File: src/rtl/powlib_downfifo_pkt_if.sv
// powlib_downfifo_pkt_if: handshake bundle for the packet down-converting FIFO.
//   wrdata/wrcnt/wrlast/wrvld -> wide word in, with valid-lane count minus 1 and packet end
//   wrrdy                     <- block can accept a wide word
//   rddata/rdlast/rdvld       <- one narrow lane per beat, packet end on the final lane
//   rdrdy                     -> consumer takes the lane
//   master = producer/consumer side, slave = FIFO side.
interface powlib_downfifo_pkt_if #(
    parameter int W    = 16,
    parameter int MULT = 4,
    parameter int CW   = ($clog2(MULT) > 1) ? $clog2(MULT) : 1
);
    logic [W*MULT-1:0] wrdata;
    logic [CW-1:0]     wrcnt;
    logic              wrlast;
    logic              wrvld;
    logic              wrrdy;
    logic [W-1:0]      rddata;
    logic              rdlast;
    logic              rdvld;
    logic              rdrdy;
    modport master (
        output wrdata, wrcnt, wrlast, wrvld, rdrdy,
        input  wrrdy, rddata, rdlast, rdvld
    );
    modport slave (
        input  wrdata, wrcnt, wrlast, wrvld, rdrdy,
        output wrrdy, rddata, rdlast, rdvld
    );
endinterface

File: src/rtl/powlib_downfifo_pkt.sv
// powlib_downfifo_pkt: packet-aware FIFO that buffers wide words and emits them one lane per beat.
//   clk     - single clock, rising edge
//   rst     - synchronous, active-low reset
//   bus     - slave modport: wide write handshake in, narrow lane handshake out
//   level_o - wide words held in the buffer, not counting the word in the serializer
module powlib_downfifo_pkt #(
    parameter int              W    = 16,
    parameter int              MULT = 4,
    parameter int              D    = 8,
    parameter int              MSBF = 0,
    parameter logic [8*16-1:0] ID   = "DOWNFIFOPKT",
    parameter int              EDBG = 0
) (
    input  logic                   clk,
    input  logic                   rst,
    powlib_downfifo_pkt_if.slave   bus,
    output logic [$clog2(D+1)-1:0] level_o
);
    localparam int CW = ($clog2(MULT) > 1) ? $clog2(MULT) : 1;
    localparam int PW = $clog2(D);
    localparam int LW = $clog2(D+1);
    typedef enum logic {EMPTY, ACTIVE} state_t;
    logic [W*MULT-1:0] mem_data [D];
    logic [CW-1:0]     mem_cnt  [D];
    logic              mem_last [D];
    logic [PW-1:0]     wptr_q, wptr_d, rptr_q, rptr_d;
    logic [LW-1:0]     level_q, level_d;
    logic              wrrdy_q;
    state_t            state_q, state_d;
    logic [W*MULT-1:0] data_q;
    logic [CW-1:0]     cnt_q, lane_q, lane_d, cnt_in, idx;
    logic              last_q;
    logic              push, load, nonempty, beat, last_lane;
    // ID/EDBG only name the instance for debug builds; no hardware depends on them.
    logic              unused_dbg;
    assign unused_dbg = ^{ID, EDBG};
    assign nonempty  = level_q != '0;
    assign push      = bus.wrvld && wrrdy_q;
    assign cnt_in    = (bus.wrcnt >= CW'(MULT-1)) ? CW'(MULT-1) : bus.wrcnt;
    assign beat      = state_q == ACTIVE && bus.rdrdy;
    assign last_lane = lane_q == cnt_q;
    // Serializer: on the final beat of a word the next word is loaded in the same cycle, so
    // back-to-back words stream without a bubble.
    always_comb begin
        state_d = state_q;
        lane_d  = lane_q;
        load    = 1'b0;
        if (state_q == EMPTY) begin
            load    = nonempty;
            state_d = nonempty ? ACTIVE : EMPTY;
            lane_d  = '0;
        end else if (beat) begin
            load    = last_lane && nonempty;
            state_d = (last_lane && !nonempty) ? EMPTY : ACTIVE;
            lane_d  = last_lane ? '0 : lane_q + 1'b1;
        end
    end
    always_comb begin
        wptr_d  = push ? ((wptr_q == PW'(D-1)) ? '0 : wptr_q + 1'b1) : wptr_q;
        rptr_d  = load ? ((rptr_q == PW'(D-1)) ? '0 : rptr_q + 1'b1) : rptr_q;
        level_d = level_q + LW'(push) - LW'(load);
    end
    always_ff @(posedge clk) begin
        if (!rst) begin
            wptr_q  <= '0;
            rptr_q  <= '0;
            level_q <= '0;
            wrrdy_q <= 1'b0;
            state_q <= EMPTY;
            lane_q  <= '0;
            data_q  <= '0;
            cnt_q   <= '0;
            last_q  <= 1'b0;
        end else begin
            wptr_q  <= wptr_d;
            rptr_q  <= rptr_d;
            level_q <= level_d;
            wrrdy_q <= level_d < LW'(D);
            state_q <= state_d;
            lane_q  <= lane_d;
            if (load) begin
                data_q <= mem_data[rptr_q];
                cnt_q  <= mem_cnt[rptr_q];
                last_q <= mem_last[rptr_q];
            end
        end
    end
    always_ff @(posedge clk) begin
        if (push) begin
            mem_data[wptr_q] <= bus.wrdata;
            mem_cnt[wptr_q]  <= cnt_in;
            mem_last[wptr_q] <= bus.wrlast;
        end
    end
    // With MSBF the highest lane of the word is lane 0.
    assign idx        = (MSBF != 0) ? CW'(MULT-1) - lane_q : lane_q;
    assign bus.rddata = data_q[idx*W +: W];
    assign bus.rdvld  = state_q == ACTIVE;
    assign bus.rdlast = state_q == ACTIVE && last_q && last_lane;
    assign bus.wrrdy  = wrrdy_q;
    assign level_o    = level_q;
endmodule
File: src/flat_wrapper.sv
// flat-port wrapper written by rule: the top's interface ports become plain ports
module powlib_downfifo_pkt_flat 
#(
    parameter int              W    = 16,
    parameter int              MULT = 4,
    parameter int              D    = 8,
    parameter int              MSBF = 0,
    parameter logic [8*16-1:0] ID   = "           ",
    parameter int              EDBG = 0
)
  (clk, rst, level_o, bus_wrdata, bus_wrcnt, bus_wrlast, bus_wrvld, bus_rdrdy, bus_wrrdy, bus_rddata, bus_rdlast, bus_rdvld);
  powlib_downfifo_pkt_if #(.W(W), .MULT(MULT)) bus_i ();
  input  logic clk;
  input  logic rst;
  output logic [$clog2(D+1)-1:0] level_o;
  input wire logic [$bits(bus_i.wrdata)-1:0] bus_wrdata;
  input wire logic [$bits(bus_i.wrcnt)-1:0] bus_wrcnt;
  input wire logic [$bits(bus_i.wrlast)-1:0] bus_wrlast;
  input wire logic [$bits(bus_i.wrvld)-1:0] bus_wrvld;
  input wire logic [$bits(bus_i.rdrdy)-1:0] bus_rdrdy;
  output wire logic [$bits(bus_i.wrrdy)-1:0] bus_wrrdy;
  output wire logic [$bits(bus_i.rddata)-1:0] bus_rddata;
  output wire logic [$bits(bus_i.rdlast)-1:0] bus_rdlast;
  output wire logic [$bits(bus_i.rdvld)-1:0] bus_rdvld;
  assign bus_i.wrdata = bus_wrdata;
  assign bus_i.wrcnt = bus_wrcnt;
  assign bus_i.wrlast = bus_wrlast;
  assign bus_i.wrvld = bus_wrvld;
  assign bus_i.rdrdy = bus_rdrdy;
  assign bus_wrrdy = bus_i.wrrdy;
  assign bus_rddata = bus_i.rddata;
  assign bus_rdlast = bus_i.rdlast;
  assign bus_rdvld = bus_i.rdvld;
  powlib_downfifo_pkt #(.W(W), .MULT(MULT), .D(D), .MSBF(MSBF), .ID(ID), .EDBG(EDBG)) u_core (.clk(clk), .rst(rst), .bus(bus_i), .level_o(level_o));
endmodule
File: config.mk
export PLATFORM = sky130hd
export DESIGN_NAME = powlib_downfifo_pkt_flat
export DESIGN_NICKNAME = d
export VERILOG_FILES = /design/src/rtl/powlib_downfifo_pkt_if.sv /design/src/rtl/powlib_downfifo_pkt.sv /design/src/flat_wrapper.sv
export SDC_FILE = /design/constraint.sdc
export NUM_CORES = 1
export LEC_CHECK = 0
export BUFFER_PORTS_ARGS = -buffer_cell sky130_fd_sc_hd__buf_2
export CAP_MARGIN = 20
export CORE_AREA = 2 2 232 234
export DETAILED_ROUTE_END_ITERATION = 10
export DIE_AREA = 0 0 234 236
export SYNTH_ARGS = -nofsm -noshare
export SYNTH_HDL_FRONTEND = slang
export SYNTH_SLANG_ARGS = --single-unit
File: constraint.sdc
create_clock -name clk -period 19.91 [get_ports clk]
set_input_delay 1.991 -clock clk [delete_from_list [all_inputs] [get_ports clk]]
set_output_delay 1.991 -clock clk [all_outputs]
set_load 0.005 [all_outputs]
==> flow_summary.yaml, run 1 <==
critical_path:
  max_stage_delay_ps: 990
  worstPathCellList: "xor2_4, nor2_1, and3_1, buf_2"
  end_kind: "primary output"
  start_kind: "flip-flop"
  critPathMaxFanout: 19
  crit_buf_inv: 1
  crit_type: "reg2out"
  critical_path_required_ps: 17920
  critPathTopFamily: "flip-flops"
  rrSetupSlack_ps: 16400
  arrival_ps: 2280
  critPathSlowestCell: "dfxtp_1"
clocking:
  postCtsResizedCells: 0
  cts-root-buf: "clkbuf_16"
  cts-buffers-inserted: 61
  post_cts_buffers: 0
  cts.clk_slew.worst_paths_ps: 60
  htreeDepth: 2
  insertion_delay_ps: 610
  postCtsHoldBufs: 0
  cts_tree: "yes"
  clockBufferDepth: 3
  cts.sinks: 617
sta:
  worstMarginPinSlew_ps: 1030
  period_minus_slack_ps: 4270
  timing.hold.ws_ps: 544
  final.setup.tns_ps: 0
  setup_slack_ps: 15640
  setup_viol: 0
  period_share: 0.214
  rsz0062_at_grt: "no"
  hold_viol: 0
  maxSlewHeadroom: 0.314
  clock_skew_ps: 16.0
  fmax_ghz: 0.234
  final_max_slew_viol_count: 0
layout:
  syn_to_final_growth_pct: 13.3
  drive_above_1_share: 0.288
  final_util: 0.503
  final_nets: 1305
global_route:
  antenna_found_initial: 7
  grt_max_degree: 86
  grt_usage: 0.179
  gr-total-overflow: 0
  grt_pass1_vias: 11343
  grt_pass1_wl_mm: 72.9
place:
  hpwl_mm: 28.0
  portBuffers: 93
  gp_congestion: 0.738
  pre_cts_ws_ps: 15170
synthesis:
  ys_seq_elements: 617
  synthCells: 1119
  ys_types: 37
  yosysTopAreaCell: "edfxtp_1"
  yosys-top-cells-area: "edfxtp_1 68%, mux4_2 14%, dfxtp_1 6.9%"
  avgSynthCellArea_um2: 21.0
  ys_warn_count: 0
  yosys.area.top_type_share: 0.684
  yosysSeqAreaShare: 0.753
  synth_area_um2: 23500
  syn_nets: 1200
detailed_routing:
  wire_per_inst_um: 24.7
  first_iter_violations: 838
  viasPerCell: 5.53
  wl_mm: 48.7
  drc: 0
  drt_first_pass_iters: 5
  postRouteAntennaNets: 0
  vias: 10898
power:
  ir_worst_vdd_mv: 0.103
  pwr_density_cell_nw_per_um2: 129
  p_leak_nw: 8.44
job:
  cap_violations: 0
floorplanning:
  die_w_um: 234
  die_y_um: 236
  core_region_area_um2: 53100
  dieArea_um2: 55200
  start_util: 0.443
  pin_count: 94
  num_rows: 85
hold_path:
  hold_path_class: "reg2reg"
run_status:
  status: "finished, final reports clean"
==> metrics by stage <==
step / area, um^2 / cells / total power, mW
floorplan: 23500 / 1119 / 2.15
global placement: 24700 / 1857 / 2.39
detailed placement: 24700 / 1857 / 2.40
CTS: 26700 / 1970 / 3.50
global route: 26700 / 1971 / 3.61
finish: 26700 / 1972 / 3.45
==> flip-flops by register name (all words and copies together), names as in the netlist <==
name / flops
u_core.bus.rdvld: 1
u_core.idx: 2
u_core.cnt_q: 2
u_core.mem_data: 512
u_core.last_q: 1
u_core.level_o: 4
u_core.wptr_q: 3
u_core.mem_last: 8
u_core.bus.wrrdy: 1
u_core.data_q: 64
u_core.mem_cnt: 16
u_core.rptr_q: 3
==> placed cells by master (no fill, tap or decap), types with 3 or more instances in the layout <==
master,count
edfxtp_1,536
mux4_2,150
buf_2,93
dfxtp_1,78
mux2i_1,70
a21oi_1,69
o31ai_1,68
clkbuf_16,64
buf_4,24
clkinv_1,17
clkbuf_1,13
nand2_1,11
ha_1,9
clkinv_2,9
inv_1,8
nor2_4,4
nor3_2,4
and2_1,4
nor2_1,3
a21boi_0,3
clkbuf_8,3
bufinv_16,3
dfxtp_4,3
==> per-layer routing <==
layer | track usage | share of wire
met3 | 0.0358 | 0.055
met5 | 0 | 0.0014
met2 | 0.284 | 0.49
met1 | 0.254 | 0.44
met4 | 0.0462 | 0.016
==> synthesized netlist by cell type, drive strengths merged <==
master  instances
a21boi          3
a21o            1
a21oi          69
a41o            1
and2            4
and3            2
buf            39
clkbuf         36
dfxtp          81
edfxtp        536
fa              1
ha              9
inv             8
mux2i          70
mux4          150
nand2          11
nand2b          2
nand3b          1
nand4b          1
nor2            7
nor2b           2
nor3            5
nor3b           1
nor4            2
o211ai          1
o21ai           3
o31ai          68
or2             1
xnor2           1
xor2            3
==> final timing paths <==
check / end / depth (start not counted) / from
worst min-delay path: u_core.data_q[2] / 2 / u_core.data_q[2]
worst min register to register: u_core.data_q[2] / 2 / u_core.data_q[2]
worst max-delay path: bus_rdlast / 4 / u_core.idx[1]
worst max register to register: u_core.level_o[2] / 10 / u_core.idx[1]
==> worst min-delay path, stage by stage (launching register included) <==
cell and delay (ps):
dfxtp_1 320, o31ai_1 80, a21oi_1 100
==> power by group <==
part           leakage [nW]  internal (mW)  switching [mW]  total, mW
logic                  2.00          0.351           0.426      0.777
registers              5.50           1.50          0.0832       1.58
clock network         0.939          0.632           0.465       1.10
==> kinds of logic after synthesis <==
family,after synthesis,share of synthesized area
buf+inv,83,0.0171
compound gates,146,0.0390
flops,617,0.753
fa+ha+maj,10,0.00564
xor+xnor,4,0.00261
mux,220,0.173
simple gates,39,0.00925
==> area by class of cell <==
class,instances,area (um^2)
fillers,4233,26400
flip-flops and latches,617,17700
multi-input cells,419,5470
clock buffers,80,1690
well taps,696,871
repair buffers,117,646
clock inverters,33,231
inverters,8,30.0
diodes,2,5.00
Power figures use the tool's default switching activity.
==> inputs of run 2 (changes only) <==
==> constraint.sdc (replaced) <==
create_clock -name clk -period 4.4 [get_ports clk]
set_input_delay 0.44 -clock clk [delete_from_list [all_inputs] [get_ports clk]]
set_output_delay 0.44 -clock clk [all_outputs]
set_load 0.005 [all_outputs]
==> flow_summary.yaml, run 2 (same netlist as run 1, synthesis figures left out) <==
run_status:
  status: "finished, final reports clean"
layout:
  syn_to_final_growth_pct: 15.0
  largestRegisters: "u_core.mem_data x512, u_core.data_q x64, u_core.mem_cnt x16"
  final_cell_mix: "536 x edfxtp_1, 150 x mux4_2, 93 x buf_2, 78 x dfxtp_1, 70 x mux2i_1"
  largest_reg_flops: 512
  drive_above_1_share: 0.299
  final_nets: 1312
  design_area_um2: 27100
  final_common_cell: "edfxtp_1"
  top_register: "u_core.mem_data"
power:
  comb_power_share: 0.219
  p_sw_mw: 4.45
  sw_frac_of_total: 0.277
  p_seq_frac: 0.449
  p_int_mw: 11.6
  pwr_density_cell_nw_per_um2: 595
  p_leak_nw: 8.60
  finalPower_mw: 16.1
  clkPwrFrac: 0.333
  ir_worst_vdd_mv: 0.417
floorplanning:
  die_w_um: 234
  pin_count: 94
  dieArea_um2: 55200
  die_y_um: 236
  start_util: 0.443
  num_rows: 85
  core_region_area_um2: 53100
detailed_routing:
  postRouteAntennaNets: 0
  first_iter_violations: 838
  wl_mm: 49.0
  wire_per_inst_um: 24.7
  vias: 11038
  drt_first_pass_iters: 5
  viasPerCell: 5.57
  drc: 0
job:
  cap_violations: 0
sta:
  rsz0062_at_grt: "no"
  period_share: 0.662
  worstMarginPinSlew_ps: 1060
  timing.hold.ws_ps: 88.6
  hold_viol: 0
  clock_skew_ps: 19.5
  period_minus_slack_ps: 2910
  maxSlewHeadroom: 0.295
  final.setup.tns_ps: 0
  setup_viol: 0
  setup_slack_ps: 1490
  fmax_ghz: 0.343
  final_max_slew_viol_count: 0
global_route:
  antenna_found_initial: 7
  gr-total-overflow: 0
  grt_pass1_vias: 11335
  grt_pass1_wl_mm: 73.6
  grt_max_degree: 71
  grt_usage: 0.181
critical_path:
  start_kind: "flip-flop"
  end_kind: "flip-flop"
  arrival_ps: 3410
  critPathMaxFanout: 19
  critical_path_required_ps: 4900
  crit_type: "reg2reg"
clocking:
  cts_tree: "yes"
  cts.clk_slew.worst_paths_ps: 60
  cts-root-buf: "clkbuf_16"
  insertion_delay_ps: 620
  postCtsHoldBufs: 0
  cts-buffers-inserted: 60
  clockBufferDepth: 3
  post_cts_buffers: 0
  cts.sinks: 617
  postCtsResizedCells: 0
  htreeDepth: 2
place:
  place_area_um2: 25000
  portBuffers: 93
  hpwl_mm: 28.8
  pre_cts_ws_ps: 1470
  gp_congestion: 0.756
hold_path:
  hold_path_class: "in2reg"
==> run 2: changes by cell type in the layout (fill, tap and decap cells not counted), moves of 2 or more <==
cell | previous run | this run
bufinv_16 | 3 | 9
clkinv_2 | 9 | 6
clkinvlp_4 | 2 | 0
clkbuf_16 | 64 | 61
buf_12 | 0 | 11
clkbuf_8 | 3 | 10
clkinv_1 | 17 | 10
inv_6 | 1 | 3
buf_4 | 24 | 21
==> run 2: area by class of cell <==
type                            instances  area (um^2)
Multi-Input combinational cell        419         5480
Antenna cell                            3         7.51
Clock inverter                         30          382
Inverter                                8         30.0
Timing Repair Buffer                  125          843
Fill cell                            4199        26000
Sequential cell                       617        17700
Tap cell                              696          871
Clock buffer                           83         1710
==> run 2: layer usage <==
| layer | vias up | wire length (um) | global-route usage |
|---|---|---|---|
| li1 | 4895 | - | - |
| met1 | 5817 | 21700 | 0.259 |
| met2 | 237 | 23600 | 0.284 |
| met3 | 81 | 2480 | 0.0331 |
| met4 | 8 | 1090 | 0.0533 |
| met5 | - | 51 | 0 |
==> run 2: per-stage QoR <==
step,instances,utilization
final,1981,0.510
after floorplan,1119,-
after global placement,1865,0.470
after global routing,1980,0.510
after CTS,1978,0.510
after detailed placement,1865,0.470
==> run 2: critical path, cell delays in order, from the launching register on <==
cell and delay [ps]:
dfxtp_1 920, xor2_4 260, nor4_4 50, or2_2 320, ha_1 270, inv_1 40
ha_1 200, fa_1 410, xor2_1 170, and2_1 150
==> run 2: power by group through the flow <==
| stage | Sequential (mW) | Clock [mW] | Combinational (mW) |
|---|---|---|---|
| detailed placement | 7.36 | 0 | 3.57 |
| CTS | 7.24 | 5.46 | 3.58 |
| floorplan | 7.02 | 0 | 2.72 |
| global route | 7.27 | 5.69 | 3.82 |
| global placement | 7.35 | 0 | 3.54 |
| finish | 7.22 | 5.36 | 3.52 |
==> run 2: path summary, 6_finish.rpt <==
kind	slack, ps	startpoint	endpoint	depth (start not counted)
worst max register to register	1490	u_core.idx[1]	u_core.level_o[2]	9
worst min-delay path	90	bus_wrdata[22]	u_core.mem_data[3][22]	1
worst min register to register	540	u_core.data_q[29]	u_core.data_q[29]	2
worst max-delay path	1490	u_core.idx[1]	u_core.level_o[2]	9
==> inputs of run 3 (changes only) <==
==> constraint.sdc (replaced) <==
create_clock -name clk -period 2.6 [get_ports clk]
set_input_delay 0.26 -clock clk [delete_from_list [all_inputs] [get_ports clk]]
set_output_delay 0.26 -clock clk [all_outputs]
set_load 0.005 [all_outputs]
==> flow_summary.yaml, run 3 (same netlist as run 1, synthesis figures left out) <==
global_route:
  gr-usage-met1: 0.264
  grt_pass1_vias: 11726
  busiest_layer: "met2"
  met3_usage: 0.0318
  grt_usage: 0.184
  gr-total-overflow: 0
  grt_pass1_wl_mm: 74.9
  antenna_found_initial: 2
  met2_usage: 0.292
  grt_max_degree: 71
floorplanning:
  pin_count: 94
  num_rows: 85
  die_y_um: 236
  dieArea_um2: 55200
  core_region_area_um2: 53100
  start_util: 0.443
  die_w_um: 234
sta:
  maxSlewHeadroom: 0.480
  final_max_slew_viol_count: 0
  setup_viol: 0
  hold_viol: 0
  rsz0062_at_grt: "no"
  setup_slack_ps: 159
  period_minus_slack_ps: 2440
  worstMarginPinSlew_ps: 781
  clock_skew_ps: 16.6
  period_share: 0.939
  fmax_ghz: 0.410
clocking:
  cts.clk_slew.worst_paths_ps: 60
  post_cts_buffers: 0
  cts_tree: "yes"
  clockBufferDepth: 3
  cts-buffers-inserted: 61
  insertion_delay_ps: 620
  cts-root-buf: "clkbuf_16"
  cts.sinks: 617
  htreeDepth: 2
critical_path:
  crit_type: "reg2reg"
  start_kind: "flip-flop"
  critPathTopFamily: "adder cells"
  crit_buf_inv: 2
  critical_path_required_ps: 3100
  end_kind: "flip-flop"
  critPathMaxFanout: 3
  worstPathCellList: "inv_1, ha_1, nor3b_4, nor4_4, or2_4, ha_1, inv_1, ha_2, fa_2, xor2_1, and2_1"
  critPathSlowestCell: "fa_2"
  max_stage_delay_ps: 360
  arrival_ps: 2940
job:
  cap_violations: 0
place:
  pre_cts_ws_ps: 102
  hpwl_mm: 28.6
  dp_cells: 1878
  gp_congestion: 0.733
  portBuffers: 93
power:
  clkPwrFrac: 0.311
  pwr_density_cell_nw_per_um2: 967
  finalPower_mw: 26.9
  p_int_mw: 19.4
  p_seq_frac: 0.445
  p_sw_mw: 7.59
  sw_frac_of_total: 0.282
  p_leak_nw: 8.90
  comb_power_share: 0.244
  ir_worst_vdd_mv: 0.582
detailed_routing:
  wire_per_inst_um: 24.4
  vias: 11372
  first_iter_violations: 957
  drt_first_pass_iters: 5
  wl_mm: 50.1
  postRouteAntennaNets: 0
  viasPerCell: 5.53
  drc: 0
layout:
  syn_to_final_growth_pct: 18.4
  fin_cells: 2058
  final_nets: 1393
  largest_reg_flops: 512
  final_cell_mix: "536 x edfxtp_1, 150 x mux4_2, 93 x buf_2, 75 x dfxtp_1, 70 x mux2i_1"
  largestRegisters: "u_core.mem_data x512, u_core.data_q x64, u_core.mem_cnt x16"
  top_register: "u_core.mem_data"
  diodes: 0
  final_common_cell: "edfxtp_1"
  drive_above_1_share: 0.294
hold_path:
  hold_path_class: "in2reg"
run_status:
  status: "finished, final reports clean"
run 3: routing by layer:
layer	wire [um]	vias to the layer above
met5	27	-
met1	22700	6004
met2	24300	239
met3	2260	66
li1	-	5059
met4	877	4
run 3: power by group through the flow:
stage               logic [mW]  clock network, mW  registers (mW)
finish                    6.58               8.38            12.0
global route              7.12               8.95            12.0
CTS                       6.70               8.57            12.0
detailed placement        6.58                  0            12.2
global placement          6.54                  0            12.2
floorplan                 4.66                  0            11.9
run 3: layout make-up:
| cell class | instances | area, um^2 |
|---|---|---|
| fill | 4120 | 25200 |
| sequential | 617 | 17700 |
| multi-input combinational | 419 | 5540 |
| timing repair buffer | 205 | 1760 |
| clock buffer | 83 | 1680 |
| tap | 696 | 871 |
| clock inverter | 30 | 231 |
| inverter | 8 | 32.5 |
run 3: final timing paths:
path | slack (ps) | start | to | cells past startpoint
max reg2reg | 160 | u_core.level_o[2] | u_core.level_o[2] | 11
min | 40 | bus_rdrdy | u_core.idx[1] | 3
max | 160 | u_core.level_o[2] | u_core.level_o[2] | 11
min reg2reg | 540 | u_core.data_q[57] | u_core.data_q[57] | 2
run 3: worst reg2reg max path, delay by kind of cell (launching register included):
| family | cells | cell delay [ps] |
|---|---|---|
| adders and majority gates | 4 | 960 |
| and+or+nand+nor | 4 | 790 |
| DFF | 1 | 310 |
| xor gates and xnor gates | 1 | 160 |
| buffers and inverters | 2 | 110 |
run 3: through the flow:
stage | cell area [um^2] | util | hold slack, ps | TNS, ps
2_1_floorplan | 23700 | - | 359 | -62170
3_3_place_gp | 25300 | 0.476 | 514 | 0
3_5_place_dp | 25300 | 0.476 | 519 | 0
4_1_cts | 27900 | 0.525 | 14.4 | 0
5_1_grt | 27900 | 0.525 | 37.2 | 0
6_report | 27900 | 0.525 | 41.4 | 0
run 3: repair_timing:
| item | CTS | global route |
|---|---|---|
| endpoints found under the hold margin | 536 | 0 |
| hold buffers | 67 | 0 |
| setup endpoints to repair | 0 | 1 |
| gates resized for setup | 0 | 1 |
